`config.mk`:
```
export PLATFORM = sky130hd
export DESIGN_NAME = apb_i2c_arbiter
export DESIGN_NICKNAME = d
export VERILOG_FILES = /design/src/rtl/apb_i2c_arbiter.sv
export SDC_FILE = /design/constraint.sdc
export NUM_CORES = 1
export LEC_CHECK = 0
export ABC_AREA = 1
export BUFFER_PORTS_ARGS = -buffer_cell sky130_fd_sc_hd__buf_2
export CORE_UTILIZATION = 45
export CTS_CLUSTER_DIAMETER = 50
export DETAILED_ROUTE_END_ITERATION = 8
export PLACE_DENSITY = 0.75
export SLEW_MARGIN = 25
export SYNTH_ARGS = -nofsm -noshare
export SYNTH_HDL_FRONTEND = slang
export SYNTH_SLANG_ARGS = --single-unit
```
`constraint.sdc`:
```
create_clock -name PCLK -period 2.4 [get_ports PCLK]
set_input_delay 0.36 -clock PCLK [delete_from_list [all_inputs] [get_ports PCLK]]
set_output_delay 0.36 -clock PCLK [all_outputs]
set_load 0.02 [all_outputs]
```
`src/rtl/apb_i2c_arbiter.sv`:
```
// Two-requester round-robin APB master in front of the I2C core's APB slave port.
// One transfer at a time: SETUP, then ACCESS until PREADY or the PREADY timeout
// expires, then a one-cycle response to whichever requester was granted.
//
// state  | meaning
// IDLE   | no transfer; arbitrate and accept one request
// SETUP  | PSELx=1, PENABLE=0, address/data driven from the latch
// ACCESS | PSELx=1, PENABLE=1, waiting for PREADY or timeout
// RESP   | rvalid pulse to the granted requester, rr pointer flips
module apb_i2c_arbiter #(
    parameter int ADDR_W  = 8,
    parameter int DATA_W  = 8,
    parameter int TIMEOUT = 16
) (
    input  logic              PCLK,
    input  logic              PRESETn,
    input  logic              req0_valid,
    input  logic              req0_write,
    input  logic [ADDR_W-1:0] req0_addr,
    input  logic [DATA_W-1:0] req0_wdata,
    output logic              req0_ready,
    output logic              req0_rvalid,
    output logic [DATA_W-1:0] req0_rdata,
    output logic              req0_err,
    input  logic              req1_valid,
    input  logic              req1_write,
    input  logic [ADDR_W-1:0] req1_addr,
    input  logic [DATA_W-1:0] req1_wdata,
    output logic              req1_ready,
    output logic              req1_rvalid,
    output logic [DATA_W-1:0] req1_rdata,
    output logic              req1_err,
    output logic              PSELx,
    output logic              PENABLE,
    output logic              PWRITE,
    output logic [ADDR_W-1:0] PADDR,
    output logic [DATA_W-1:0] PWDATA,
    input  logic              PREADY,
    input  logic [DATA_W-1:0] PRDATA
);

    localparam logic [1:0] IDLE   = 2'd0;
    localparam logic [1:0] SETUP  = 2'd1;
    localparam logic [1:0] ACCESS = 2'd2;
    localparam logic [1:0] RESP   = 2'd3;

    localparam int CNT_W = $clog2(TIMEOUT + 1);
    localparam logic [CNT_W-1:0] CNT_LAST = CNT_W'(TIMEOUT - 1);

    logic [1:0]       state;
    logic             gnt_id;
    logic             rr_ptr;
    logic [CNT_W-1:0] cnt;
    logic             sel_id;
    logic             accept;

    // Arbitration: a lone requester wins outright, contention goes to rr_ptr.
    // Ready is gated by PRESETn so nothing reports an accept while in reset.
    always_comb begin
        sel_id = rr_ptr;
        if (req0_valid && !req1_valid) begin
            sel_id = 1'b0;
        end else if (req1_valid && !req0_valid) begin
            sel_id = 1'b1;
        end
        accept     = (state == IDLE) && PRESETn && (req0_valid || req1_valid);
        req0_ready = accept && !sel_id;
        req1_ready = accept && sel_id;
    end

    assign PSELx       = (state == SETUP) || (state == ACCESS);
    assign PENABLE     = (state == ACCESS);
    assign req0_rvalid = (state == RESP) && !gnt_id;
    assign req1_rvalid = (state == RESP) && gnt_id;

    // Transfer sequencing, request latch, timeout counter and response capture.
    always_ff @(posedge PCLK or negedge PRESETn) begin
        if (!PRESETn) begin
            state      <= IDLE;
            gnt_id     <= 1'b0;
            rr_ptr     <= 1'b0;
            cnt        <= '0;
            PWRITE     <= 1'b0;
            PADDR      <= '0;
            PWDATA     <= '0;
            req0_rdata <= '0;
            req0_err   <= 1'b0;
            req1_rdata <= '0;
            req1_err   <= 1'b0;
        end else begin
            case (state)
                IDLE: begin
                    if (accept) begin
                        gnt_id <= sel_id;
                        PWRITE <= sel_id ? req1_write : req0_write;
                        PADDR  <= sel_id ? req1_addr  : req0_addr;
                        PWDATA <= sel_id ? req1_wdata : req0_wdata;
                        state  <= SETUP;
                    end
                end
                SETUP: begin
                    cnt   <= '0;
                    state <= ACCESS;
                end
                ACCESS: begin
                    cnt <= cnt + CNT_W'(1);
                    // PREADY takes priority over a coincident timeout.
                    if (PREADY) begin
                        if (gnt_id) begin
                            req1_rdata <= PWRITE ? '0 : PRDATA;
                            req1_err   <= 1'b0;
                        end else begin
                            req0_rdata <= PWRITE ? '0 : PRDATA;
                            req0_err   <= 1'b0;
                        end
                        state <= RESP;
                    end else if (cnt == CNT_LAST) begin
                        if (gnt_id) begin
                            req1_rdata <= '0;
                            req1_err   <= 1'b1;
                        end else begin
                            req0_rdata <= '0;
                            req0_err   <= 1'b1;
                        end
                        state <= RESP;
                    end
                end
                default: begin
                    rr_ptr <= ~gnt_id;
                    cnt    <= '0;
                    state  <= IDLE;
                end
            endcase
        end
    end

endmodule

```
# Word level (Yosys, flattened, before mapping)
# Index checks and enable logic that the tools add are counted.
[word_totals]
register_bits = 44
elab_cells = 67
[op_classes]
addsub = 1
n_eq_ne = 6
mux = 27
bitwise = 1
reduce_logical = 21
[ops]
columns = ["cell", "n"]
rows = [
  ["2-to-1 mux 8 bit", 11],
  ["2-to-1 mux 1 bit", 11],
  ["case mux 5 bit (2 select lines)", 1],
  ["logical AND 1 bit", 8],
  ["2-to-1 mux 2 bit", 3],
  ["case mux 2 bit (3 select lines)", 1],
  ["AND reduction 3 bit", 2],
  ["adder 5 x 1 -> 5 bit (second input constant)", 1],
  ["equality test 5 x 4 -> 1 bit (second input constant)", 1],
  ["equality test 2 bit (second input constant)", 2],
  ["zero test 1 bit", 4],
  ["AND reduction 2 bit", 2],
  ["!= test 3 x 1 -> 1 bit (second input constant)", 1],
  ["OR reduction 3 bit", 1],
  ["equality test 2 x 1 -> 1 bit (second input constant)", 1],
  ["zero test 2 bit", 1],
  ["logical OR 1 bit", 2],
  ["!= test 2 bit (second input constant)", 1],
  ["nonzero test 2 bit", 1],
  ["NOT 1 bit", 1],
]

# Logic depth before layout (Yosys ltp)
[logic_depth]
depth_word = 6
ltp_mapped = 8
mapped_depth_nobuf = 8

# Worst setup path before layout
# No wires, ideal clock.
[synth_timing]
path_kind = "register to output"
start = "register state[0]"
end = "output port req1_ready"
arrival_ps = 1478
required_time_ps = 2040
path_slack_ps = 562
path_stages_with_launch = 8
n_path_buf = 1
path_cell_list = "dfrtp_1 inv_1 ha_1 nand2_2 nor2_8 inv_4 buf_6 nor2_1"
[synth_between]
elab_chain_cells = 4
[synth_lines]
columns = ["element", "line", "source"]
rows = [
  ["start, declared", "50", "logic [1:0] state;"],
  ["start signal, assigned", "79", "state <= IDLE;"],
  ["start signal, assigned", "98", "state <= SETUP;"],
  ["start signal, assigned", "103", "state <= ACCESS;"],
  ["zero test 2 bit", "66", "accept = (state == IDLE) && PRESETn && (req0_valid || req1_valid);"],
  ["logical AND 1 bit (2 in series)", "66", ""],
  ["logical AND 1 bit", "68", "req1_ready = accept && sel_id;"],
  ["end, declared", "29", "output logic req1_ready,"],
]
# Every way passes these cells.

# Worst setup path in the final report
# Same ends and word-level chain as after synthesis.

==> out/results.ini <==
[detailed_routing]
wl_met2_mm = 2.49
m1WireLength_mm = 2.25
post_drt_wl_per_cell_um = 12.8
wl_met3_um = 305
drc = 6
finalWirelength_mm = 5.09
antenna_left = 0
vias_per_cell = 5.18
vias = 2060
drt_iter0_markers = 155
routed.top_layer = met4
dr.pass1.iters = 7

[final_layout]
nFillCells = 419
finalNetCount = 397
drive_gt1_frac = 0.315
finalInstanceArea_sq_mm = 0.00273
syn_to_final_growth_pct = 26.1
diodes = 0

[sta]
report.final.slew_viol_count = 0
worstMarginPinSlew_ns = 0.663
max_slew_margin = 0.557
period_share = 0.888
fin_setup_tns_ns = 0
fin_crit_ns = 2.13
hold_viol_final = 0
timing.fmax_mhz = 469
setup_viol = 0
rsz0062_at_grt = false
clock_skew_ns = 0.00865

[yosys]
synthArstFlopShare = 1.00
synthFlopType = dfrtp_1
syn_inst = 257
synth_top_cell_by_area = dfrtp_1
synthTopCellsByArea = dfrtp_1 51%, nand2_1 9.2%, nand3_1 8.5%
netlist_top_cells_count = 53 x nand2_1, 44 x dfrtp_1, 38 x inv_1
yosysWarnings = 0
synthDistinctLibCells = 25
synth-edff-count = 0
synth_seq_cells = 44
syn_area_per_cell_sq_um = 8.43
yosysSeqAreaShare = 0.508
yosys.cell_count.top_type = nand2_1
synth_top_area_frac = 0.508
synth_fp_nets = 309
synth_area_sq_mm = 0.00217

[cts]
cts_tree = done
clk_path_buf_depth = 2
postCtsSetupBuffers = 0
clk_pin_slew_ns = 0.08
ctsHoldBuffers = 0
htreeDepth = 2
cts_buffers = 5
insertion_delay_ns = 0.29
cts-root-buf = clkbuf_8
cts.sinks = 44
postCtsResizedCells = 0

[pwr]
power_density_mw_per_mm2 = 1210
p_leak_nw = 1.52
peakVddDrop_v = 0.000688
power_mw = 3.29

[floorplanning]
io_pins = 88
die_h_um = 71.4
initial_core_util = 0.484
dieArea_sq_mm = 0.00509
rows = 24
core-area_sq_mm = 0.00447
chipWidth_um = 71.4

[global_route]
grt_pass1_wl_mm = 8.21
track_usage = 0.205
grt_overflow = 0
antenna_found_initial = 0
grt_max_degree = 45
grt_pass1_vias = 1876

[worst_hold_path]
hp-class = in -> async

[status]
violations = design-rule violations
status = complete, but fails checks

[worst_setup_path]
worstSetupStartpointType = flip-flop
critical_path_class = reg -> out
path_max_fanout = 19
startpoint = state[0]$_DFFE_PN0P_
cp.arrival_ns = 1.77
crit_path_end_kind = primary output
cp.required_ns = 2.04
rr_startpoint = cnt[1]$_DFFE_PN0P_

[place]
hpwl_mm = 3.71
routabilityCongestion = 0.774
io_buffers = 87
place_area_sq_mm = 0.00262

[run]
timing.max_cap.violations = 0

==> worst max-delay path, cell delays in order (launching register included) <==
cell and delay (ns):
dfrtp_1 0.40, inv_1 0.09, ha_1 0.28, nand2_2 0.14, nor2_8 0.18, inv_4 0.12
nor2_1 0.09, buf_2 0.17
==> power by group <==
group | leakage, nW | switching (mW) | internal [mW] | total (mW)
clock | 0.0552 | 0.241 | 0.309 | 0.550
sequential | 0.567 | 0.167 | 1.04 | 1.20
combinational | 0.900 | 1.03 | 0.513 | 1.54
total | 1.52 | 1.43 | 1.86 | 3.29
==> cell usage in the layout, fill, tap and decap left out <==
| cell | instances |
|---|---|
| o21ai_0 | 11 |
| nor2_8 | 1 |
| nor2_1 | 16 |
| o22ai_1 | 1 |
| inv_1 | 38 |
| nand4_1 | 17 |
| nor3_1 | 2 |
| inv_2 | 2 |
| nand3_1 | 37 |
| nand2_2 | 2 |
| a21oi_2 | 1 |
| and3_1 | 2 |
| clkbuf_8 | 5 |
| ha_1 | 5 |
| nor3_4 | 2 |
| clkbuf_1 | 1 |
| nand2_1 | 53 |
| a21oi_1 | 2 |
| bufinv_16 | 1 |
| o21ai_1 | 8 |
| buf_4 | 4 |
| inv_4 | 1 |
| or2_2 | 1 |
| clkinv_2 | 1 |
| o21ai_2 | 1 |
| buf_2 | 87 |
| dfrtp_1 | 44 |
==> layout make-up <==
class                      instances  area (sq um)  area share
multi-input combinational        162           836       0.306
inverter                          41           156      0.0573
timing repair buffer              91           465       0.170
sequential                        44          1100       0.403
clock inverter                     2          35.0      0.0128
tap                               52          65.1      0.0238
clock buffer                       6          72.6      0.0266
==> per-stage QoR <==
step                      cells  hold slack (ns)  setup slack [ns]   util
after floorplan             257           0.0644             0.562      -
after global placement      390            0.477             0.589  0.586
after detailed placement    390            0.481             0.572  0.586
after CTS                   398            0.223             0.245  0.610
after global routing        398            0.258             0.146  0.610
final                       398            0.202             0.268  0.610
==> cell families after synthesis <==
kind of cell / count (synthesis) / share of synthesized area
compound gates: 24 / 0.0595
fa+ha+maj: 5 / 0.0289
buf+inv: 51 / 0.106
flops: 44 / 0.508
simple gates: 133 / 0.298
==> final timing paths <==
| path | to | cells past startpoint | slack, ns |
|---|---|---|---|
| worst max register to register | req0_rdata[2]$_DFFE_PN0P_ | 7 | 0.61 |
| max in group asynchronous | req1_rdata[0]$_DFFE_PN0P_ | 2 | 1.80 |
| min in group PCLK | PWDATA[6]$_DFFE_PN0P_ | 3 | 0.31 |
| worst max-delay path | req1_ready | 7 | 0.27 |
| worst min register to register | PADDR[7]$_DFFE_PN0P_ | 2 | 0.50 |
| worst min-delay path | req0_rdata[3]$_DFFE_PN0P_ | 2 | 0.20 |
==> sequential cells by signal, summed over array words and instances, names as in the netlist <==
signal / count
gnt_id: 1
req0_rdata: 8
PWDATA: 8
rr_ptr: 1
req1_err: 1
req1_rdata: 8
req0_err: 1
state: 2
cnt: 5
PWRITE: 1
PADDR: 8
==> layer usage <==
layer  vias up  GRT usage
met5         -          0
met4         0     0.0800
met3         6     0.0366
met2        71      0.338
met1       970      0.271
li1       1013          -
Note: power is estimated with default switching activity, not from simulation.
